`src/rtl/gon_pkg.sv`:
```
// Shared GON Y-bus definitions: default field widths, sender FSM states and packet layout.
package gon_pkg;

  localparam int unsigned ROW_LEN_DEF   = 4;
  localparam int unsigned ID_LEN_DEF    = 5;
  localparam int unsigned VALUE_LEN_DEF = 32;

  typedef enum logic {
    IDLE = 1'b0,
    SEND = 1'b1
  } sender_state_e;

  typedef struct packed {
    logic [ROW_LEN_DEF-1:0]   row_tag;
    logic [ID_LEN_DEF-1:0]    col_tag;
    logic [VALUE_LEN_DEF-1:0] value;
  } gon_packet_t;

endpackage

```
`src/rtl/gon_sync_fifo.sv`:
```
// Parameterized synchronous FIFO; push is refused when full, pop is ignored when empty.
module gon_sync_fifo #(
  parameter int unsigned WIDTH = 41,
  parameter int unsigned DEPTH = 4
) (
  input  logic                     clk,
  input  logic                     rst,
  input  logic                     push,
  input  logic [WIDTH-1:0]         wdata,
  input  logic                     pop,
  output logic [WIDTH-1:0]         rdata,
  output logic                     full,
  output logic                     empty,
  output logic [$clog2(DEPTH):0]   count
);

  localparam int unsigned AW = $clog2(DEPTH);
  localparam int unsigned CW = AW + 1;

  logic [WIDTH-1:0] mem [DEPTH];
  logic [AW-1:0]    wr_ptr;
  logic [AW-1:0]    rd_ptr;
  logic             do_push;
  logic             do_pop;

  assign full    = (count == CW'(DEPTH));
  assign empty   = (count == '0);
  assign do_push = push & ~full;
  assign do_pop  = pop & ~empty;
  assign rdata   = mem[rd_ptr];

  // Storage carries no reset; validity is tracked by count alone.
  always_ff @(posedge clk) begin
    if (do_push) mem[wr_ptr] <= wdata;
  end

  always_ff @(posedge clk) begin
    if (rst) begin
      wr_ptr <= '0;
      rd_ptr <= '0;
      count  <= '0;
    end else begin
      if (do_push) wr_ptr <= wr_ptr + AW'(1);
      if (do_pop)  rd_ptr <= rd_ptr + AW'(1);
      count <= count + CW'(do_push) - CW'(do_pop);
    end
  end

endmodule

```
`src/rtl/gon_multicast_sender.sv`:
```
// GON Y-bus multicast source: FIFO-buffered packets held on the bus until bus_ready.
// Statistics counters are built only when GON_SENDER_STATS_EN is defined.
module gon_multicast_sender
  import gon_pkg::*;
#(
  parameter int unsigned ROW_LEN    = ROW_LEN_DEF,
  parameter int unsigned ID_LEN     = ID_LEN_DEF,
  parameter int unsigned VALUE_LEN  = VALUE_LEN_DEF,
  parameter int unsigned FIFO_DEPTH = 4
) (
  input  logic                          clk,
  input  logic                          rst,
  input  logic                          in_valid,
  output logic                          in_ready,
  input  logic [ROW_LEN-1:0]            in_row_tag,
  input  logic [ID_LEN-1:0]             in_col_tag,
  input  logic [VALUE_LEN-1:0]          in_value,
  output logic [ROW_LEN-1:0]            bus_tag,
  output logic [ID_LEN-1:0]             bus_col_tag,
  output logic [VALUE_LEN-1:0]          bus_value,
  output logic                          bus_enable,
  input  logic                          bus_ready,
  output logic                          busy,
  output logic [$clog2(FIFO_DEPTH):0]   fifo_count,
  input  logic                          clear_stats,
  output logic [31:0]                   sent_count,
  output logic [31:0]                   stall_count
);

  localparam int unsigned PKT_W = ROW_LEN + ID_LEN + VALUE_LEN;

  sender_state_e      state;
  sender_state_e      state_next;
  logic               pending_q;
  logic               pop_c;
  logic               push_c;
  logic               fifo_full;
  logic               fifo_empty;
  logic [PKT_W-1:0]   head;

  assign in_ready   = ~fifo_full;
  assign push_c     = in_valid & ~fifo_full;
  assign bus_enable = (state == SEND);
  assign busy       = bus_enable | ~fifo_empty;

  gon_sync_fifo #(
    .WIDTH (PKT_W),
    .DEPTH (FIFO_DEPTH)
  ) u_fifo (
    .clk   (clk),
    .rst   (rst),
    .push  (push_c),
    .wdata ({in_row_tag, in_col_tag, in_value}),
    .pop   (pop_c),
    .rdata (head),
    .full  (fifo_full),
    .empty (fifo_empty),
    .count (fifo_count)
  );

  // IDLE wakes on the registered non-empty flag, so a fresh entry waits one cycle before its pop.
  always_ff @(posedge clk) begin
    if (rst) begin
      state     <= IDLE;
      pending_q <= 1'b0;
    end else begin
      state     <= state_next;
      pending_q <= ~fifo_empty;
    end
  end

  always_comb begin
    state_next = state;
    pop_c      = 1'b0;
    unique case (state)
      IDLE: begin
        if (pending_q && !fifo_empty) begin
          pop_c      = 1'b1;
          state_next = SEND;
        end
      end
      SEND: begin
        if (bus_ready) begin
          if (!fifo_empty) pop_c = 1'b1;
          else             state_next = IDLE;
        end
      end
      default: state_next = IDLE;
    endcase
  end

  // Bus payload holds until the transfer completes and reads as zero while idle.
  always_ff @(posedge clk) begin
    if (rst) begin
      bus_tag     <= '0;
      bus_col_tag <= '0;
      bus_value   <= '0;
    end else if (pop_c) begin
      {bus_tag, bus_col_tag, bus_value} <= head;
    end else if (bus_enable && bus_ready) begin
      bus_tag     <= '0;
      bus_col_tag <= '0;
      bus_value   <= '0;
    end
  end

`ifdef GON_SENDER_STATS_EN
  // Saturating counters; clear wins over a same-cycle increment.
  always_ff @(posedge clk) begin
    if (rst || clear_stats) begin
      sent_count  <= '0;
      stall_count <= '0;
    end else begin
      if (bus_enable && bus_ready && (sent_count != 32'hFFFF_FFFF))
        sent_count <= sent_count + 32'd1;
      if (bus_enable && !bus_ready && (stall_count != 32'hFFFF_FFFF))
        stall_count <= stall_count + 32'd1;
    end
  end
`else
  logic unused_clear_stats;
  assign unused_clear_stats = clear_stats;
  assign sent_count         = '0;
  assign stall_count        = '0;
`endif

endmodule

```
`config.mk`:
```
export PLATFORM = sky130hd
export DESIGN_NAME = gon_multicast_sender
export DESIGN_NICKNAME = d
export VERILOG_FILES = /design/src/rtl/gon_pkg.sv /design/src/rtl/gon_sync_fifo.sv /design/src/rtl/gon_multicast_sender.sv
export SDC_FILE = /design/constraint.sdc
export NUM_CORES = 1
export LEC_CHECK = 0
export ABC_AREA = 0
export BUFFER_PORTS_ARGS = -buffer_cell sky130_fd_sc_hd__buf_4
export CORE_AREA = 5 5 127 129
export DETAILED_ROUTE_END_ITERATION = 8
export DIE_AREA = 0 0 132 134
export GPL_ROUTABILITY_DRIVEN = 0
export PLACE_DENSITY = 0.82
export SYNTH_ARGS = -nofsm -noshare
export SYNTH_HDL_FRONTEND = slang
export SYNTH_SLANG_ARGS = --single-unit
```
`constraint.sdc`:
```
create_clock -name clk -period 5.5 [get_ports clk]
set_input_delay 1.1 -clock clk [delete_from_list [all_inputs] [get_ports clk]]
set_output_delay 1.1 -clock clk [all_outputs]
set_load 0.02 [all_outputs]
```
Yosys cells after proc, flatten, opt, wreduce, memory -nomap -nowiden
Memories as Yosys holds them, arrays and structs flattened. A register that Yosys moved wholly into a read port is not among the register bits.
Cells that the tools add are included.
{"block": "totals", "n_memories": 1, "mem_bits_rw": 164, "wordCells": 42, "register_bits": 50, "input_bits": 46}
{"name": "u_fifo.mem", "depth": 4, "word_bits": 41, "read_ports": 1, "rd_ports_with_merged_regs": 1, "write_ports": 1, "line_no": "gon_sync_fifo.sv:20", "rtl": "logic [WIDTH-1:0] mem [DEPTH];"}
{"block": "classes", "addsub": 4, "eq_ne": 1, "reduce_logical": 5, "n_bitwise": 7, "muxes": 16}
{"op": "32-bit two-way mux", "n": 2}
{"op": "5-bit two-way mux", "n": 2}
{"op": "4-bit two-way mux", "n": 2}
{"op": "1-bit two-way mux", "n": 6}
{"op": "2-bit by 1-bit adder with 2-bit output (second input constant)", "n": 2}
{"op": "2-bit two-way mux", "n": 2}
{"op": "1-bit one-hot mux with 2 select lines", "n": 2}
{"op": "3-bit by 1-bit adder with 3-bit output", "n": 1}
{"op": "1-bit AND", "n": 3}
{"op": "3-bit == test (second input constant)", "n": 1}
{"op": "3-bit logical NOT", "n": 1}
{"op": "1-bit NOT", "n": 3}
{"op": "3-bit by 1-bit subtractor with 3-bit output", "n": 1}
{"op": "1-bit logical AND", "n": 2}
{"op": "2-bit nonzero test", "n": 1}
{"op": "1-bit logical NOT", "n": 1}
{"op": "1-bit bitwise OR", "n": 1}

Depth between registers and ports, before layout
{"block": "logic_depth", "depth_word": 8, "ltp_mapped": 10}

By module
Synthesis repeated with hierarchy kept, for this count alone.
{"block": "hier_totals", "hier_cells": 530, "area_unflattened_um2": 8814.7}
{"module": "gon_sync_fifo", "area_per_inst_um2": 6448.7, "cells_each": 266, "instances": 1, "seq_area_each_um2": 5104.9}
{"module": "gon_multicast_sender", "area_per_inst_um2": 2366.0, "cells_each": 264, "instances": 1, "seq_area_each_um2": 860.8}

Worst setup path before layout
No wires, ideal clock.
{"block": "synth_path", "kind": "in2reg", "start": "input port bus_ready", "end": "register u_fifo.count[2]", "setup_ns": 0.078, "slack_ns": 2.809, "required_time_ns": 5.422, "arrival_ns": 2.613, "stages": 10, "cell_sequence": "mux2i_1 nor2_1 ha_1 inv_1 ha_1 inv_1 fa_1 xor2_1 and2_1 nor3_1"}
{"block": "synth_between", "elab_chain_len": 4}
{"element": "from (decl)", "line_no": "gon_multicast_sender.sv:22", "rtl": "input logic bus_ready,"}
{"element": "1-bit two-way mux", "line_no": "gon_multicast_sender.sv:83", "rtl": "if (bus_ready) begin"}
{"element": "1-bit one-hot mux with 2 select lines", "line_no": "gon_multicast_sender.sv:75", "rtl": "unique case (state)"}
{"element": "1-bit AND", "line_no": "gon_sync_fifo.sv:29", "rtl": "assign do_pop = pop & ~empty;"}
{"element": "named net u_fifo.do_pop", "line_no": "gon_sync_fifo.sv:24", "rtl": "logic do_pop;"}
{"element": "3-bit by 1-bit subtractor with 3-bit output", "line_no": "gon_sync_fifo.sv:45", "rtl": "count <= count + CW'(do_push) - CW'(do_pop);"}
{"element": "to (signal assigned)", "line_no": "gon_sync_fifo.sv:45"}
{"element": "to (decl)", "line_no": "gon_sync_fifo.sv:14", "rtl": "output logic [$clog2(DEPTH):0] count"}
The timed path passes the listed nets, and every way through them passes these cells.
A chain may end at the register's enable or synchronous reset.

Final worst setup path
{"block": "layout_path", "start": "register u_fifo.count[1]", "end": "output port busy"}
{"block": "layout_between", "elab_chain_len": 3}
{"element": "3-bit logical NOT", "line_no": "gon_sync_fifo.sv:27", "rtl": "assign empty = (count == '0);"}
{"element": "1-bit NOT", "line_no": "gon_multicast_sender.sv:44", "rtl": "assign busy = bus_enable | ~fifo_empty;"}
{"element": "1-bit bitwise OR", "line_no": "gon_multicast_sender.sv:44"}
{"element": "to (decl)", "line_no": "gon_multicast_sender.sv:23", "rtl": "output logic busy,"}
Every way passes these cells.

==> results.sh <==
export IMPL_outcome="finished clean"
export IMPL_clock_skew_final_ns=0.005657
export IMPL_synth_area_top_cells="edfxtp_1 (56%), dfxtp_1 (12%), mux4_2 (11%)"
export IMPL_hpwl_um=9494
export IMPL_die_area_sq_mm=0.01769
export IMPL_synth_cell_types=34
export IMPL_grt_max_degree=53
export IMPL_port_buffers=91
export IMPL_layout_drive_gt1_share_pct=29.12
export IMPL_die_height_um=134
export IMPL_syn_inst=536
export IMPL_crit_arrival_ns=2.35
export IMPL_p_leak_nw=3.414
export IMPL_final_core_util_pct=65.92
export IMPL_worst_path_buf_inv=2
export IMPL_avgRoutedWirePerCell_um=20.99
export IMPL_syn2layout_area_growth_pct=12.59
export IMPL_min_path_type="reg -> reg"
export IMPL_ys_seq_area_share_pct=68.29
export IMPL_mostFrequentLayoutCell="edfxtp_1"
export IMPL_setup_ws_ns=2.054
export IMPL_place_ws_ns=2.319
export IMPL_fmax_mhz=290.2
export IMPL_slew_viol_final=0
export IMPL_multi_input_area_sq_mm=0.002263
export IMPL_avgSynthCellArea_sq_um=16.30
export IMPL_coreArea_sq_mm=0.01492
export IMPL_peakVddDrop_mv=0.3677
export IMPL_cts_tree="done"
export IMPL_clk_latency_ns=0.48
export IMPL_routed_wl_um=17060
export IMPL_cts_max_level=1
export IMPL_cts_buffer_depth=3
export IMPL_first_pass_iters=4
export IMPL_critPathKind="reg -> out"
export IMPL_drv_cap=0
export IMPL_drtAntennaViolNets=0
export IMPL_final_setup_viol_count=0
export IMPL_cts_resized=0
export IMPL_critPathMostFrequentCell="buf_4"
export IMPL_fin_nets=664
export IMPL_initial_core_util_pct=58.55
export IMPL_cts_setup_buffers=0
export IMPL_start_kind="flip-flop"
export IMPL_cp_required_ns=4.40
export IMPL_vias_per_cell=5.829
export IMPL_critical_path_top_delay_family="simple AND/OR/NAND/NOR gates"
export IMPL_num_fill_cells=969
export IMPL_grt_use_total_pct=19.00
export IMPL_slowest_delay_ns=0.65
export IMPL_critPathCaptureType="output pin"
export IMPL_drc_errors=0
export IMPL_numCtsBuffers=20
export IMPL_finalHoldWorstSlack_ns=0.4722
export IMPL_cts_root_buf="clkbuf_16"
export IMPL_mostFrequentLayoutCells="edfxtp_1 (164), buf_4 (92), conb_1 (64)"
export IMPL_yosys_area_top_type_share_pct=56.37
export IMPL_grt_antenna_before_repair=0
export IMPL_ys_ff_latch=216
export IMPL_grt_overflow=0
export IMPL_power_density_mw_per_mm2=468.5
export IMPL_max_slew_margin_pct=24.15
export IMPL_place_inst=777
export IMPL_hold_buffers=0
export IMPL_ios=157
export IMPL_cts_num_sinks=216
export IMPL_rsz0062_at_grt="no"
export IMPL_vias=4739
export IMPL_clk_pin_slew_worst_paths_ns=0.06
export IMPL_rows=45
export IMPL_hold_violations=0
export IMPL_grt_pass1_vias=4953
export IMPL_grt_pass1_wl_um=26700
export IMPL_crit_chain="nor3_4, buf_4, nand2b_1, buf_4"
export IMPL_tightest_slew_ns=1.138
export IMPL_ys_warn_count=0
export IMPL_diodes=0
export IMPL_fin_setup_tns_ns=0
export IMPL_yosysTopAreaCell="edfxtp_1"
export IMPL_crit_path_max_fanout=31
export IMPL_cp_slowest_cell="nor3_4"
export IMPL_finalCritPeriodShare_pct=62.65
export IMPL_period_needed_ns=3.446
export IMPL_instances_no_fill=813
export IMPL_drt_initial_drc_count=302
export IMPL_regArea_sq_mm=0.005971
export IMPL_die_w_um=132
export IMPL_syn_cell_area_sq_mm=0.008736
==> per-stage QoR <==
stage                     power (mW)  instance area, sq um
after floorplan                3.033                  8972
after CTS                      4.635                  9836
after detailed placement       3.319                  9194
after global routing           4.818                  9836
final                          4.608                  9836
after global placement         3.281                  9194
==> state kept, by name, indices dropped and copies added (netlist names), named ones only <==
signal	flops
u_fifo.mem	164
bus_value	32
bus_col_tag	5
bus_tag	4
u_fifo.count	3
u_fifo.rd_ptr	2
u_fifo.wr_ptr	2
bus_enable	1
pending_q	1
==> cell usage after synthesis <==
master    instances
fa_1              1
conb_1            1
mux4_2           41
nor2b_1           1
nand2_1           2
o211ai_2          8
and3_1            4
nor3b_2           1
o211ai_1         33
mux2i_1           1
o21ai_0           3
nand2b_1          2
a21oi_1          46
buf_1             1
o21ai_1           1
nor3_4            1
xor2_1            1
dfxtp_1          52
or3_1             2
clkbuf_2          1
ha_1              6
mux2_2            1
a311oi_2          1
buf_4            64
buf_2            17
buf_6            10
edfxtp_1        164
a31o_1            1
nor3_1            1
and2_1            1
nor2_1            6
nand3_1          43
inv_1             9
clkbuf_1          9
==> where the power goes <==
group	total, mW	switching, mW	leakage (nW)	internal (mW)
sequential	2.16	0.176	1.93	1.98
clock	1.33	0.551	0.318	0.782
combinational	1.12	0.682	1.17	0.435
==> metal layers <==
metal  global-route usage, %  part of all wire, %  vias to the layer above  wire length (um)
met5                       0                    0                        -                 0
met3                   3.301                  8.1                       25              1379
met4                   4.571                  1.3                        0               214
met2                   33.52                   51                      221              8743
li1                        -                    -                     2090                 -
met1                   24.79                   39                     2403              6723
==> worst paths after layout <==
check	startpoint	end	slack (ns)	cells after the start
setup / recovery	u_fifo.count[1]	busy	2.05	4
hold / removal	bus_value[27]	bus_value[27]	0.47	2
setup reg to reg	u_fifo.count[1]	u_fifo.count[2]	2.29	11
hold reg to reg	bus_value[27]	bus_value[27]	0.47	2
==> logic make-up (layout without fill, tap and decap cells) <==
| group | count (synthesis) | in the layout | share of synthesized area [%] |
|---|---|---|---|
| other cells | 1 | 64 | 0.04293 |
| compound gates | 93 | 93 | 7.118 |
| simple gates | 64 | 64 | 3.910 |
| xor+xnor | 1 | 1 | 0.1003 |
| flops | 216 | 216 | 68.29 |
| mux | 43 | 43 | 10.81 |
| fa+ha+maj | 7 | 7 | 1.088 |
| buf+inv | 111 | 137 | 8.636 |
==> layout make-up <==
| type | count | share of cell area [%] |
|---|---|---|
| sequential | 216 | 60.70 |
| clock buffer | 27 | 5.877 |
| clock inverter | 9 | 0.6488 |
| timing repair buffer | 92 | 7.022 |
| tap | 188 | 2.392 |
| multi-input combinational | 272 | 23.01 |
| inverter | 9 | 0.3435 |
==> worst min-delay path: cells and delay by family, from the launching register on <==
family | cells | cell delay, ns
flops | 1 | 0.32
compound gates | 2 | 0.11
(Power assumes the default switching activity.)
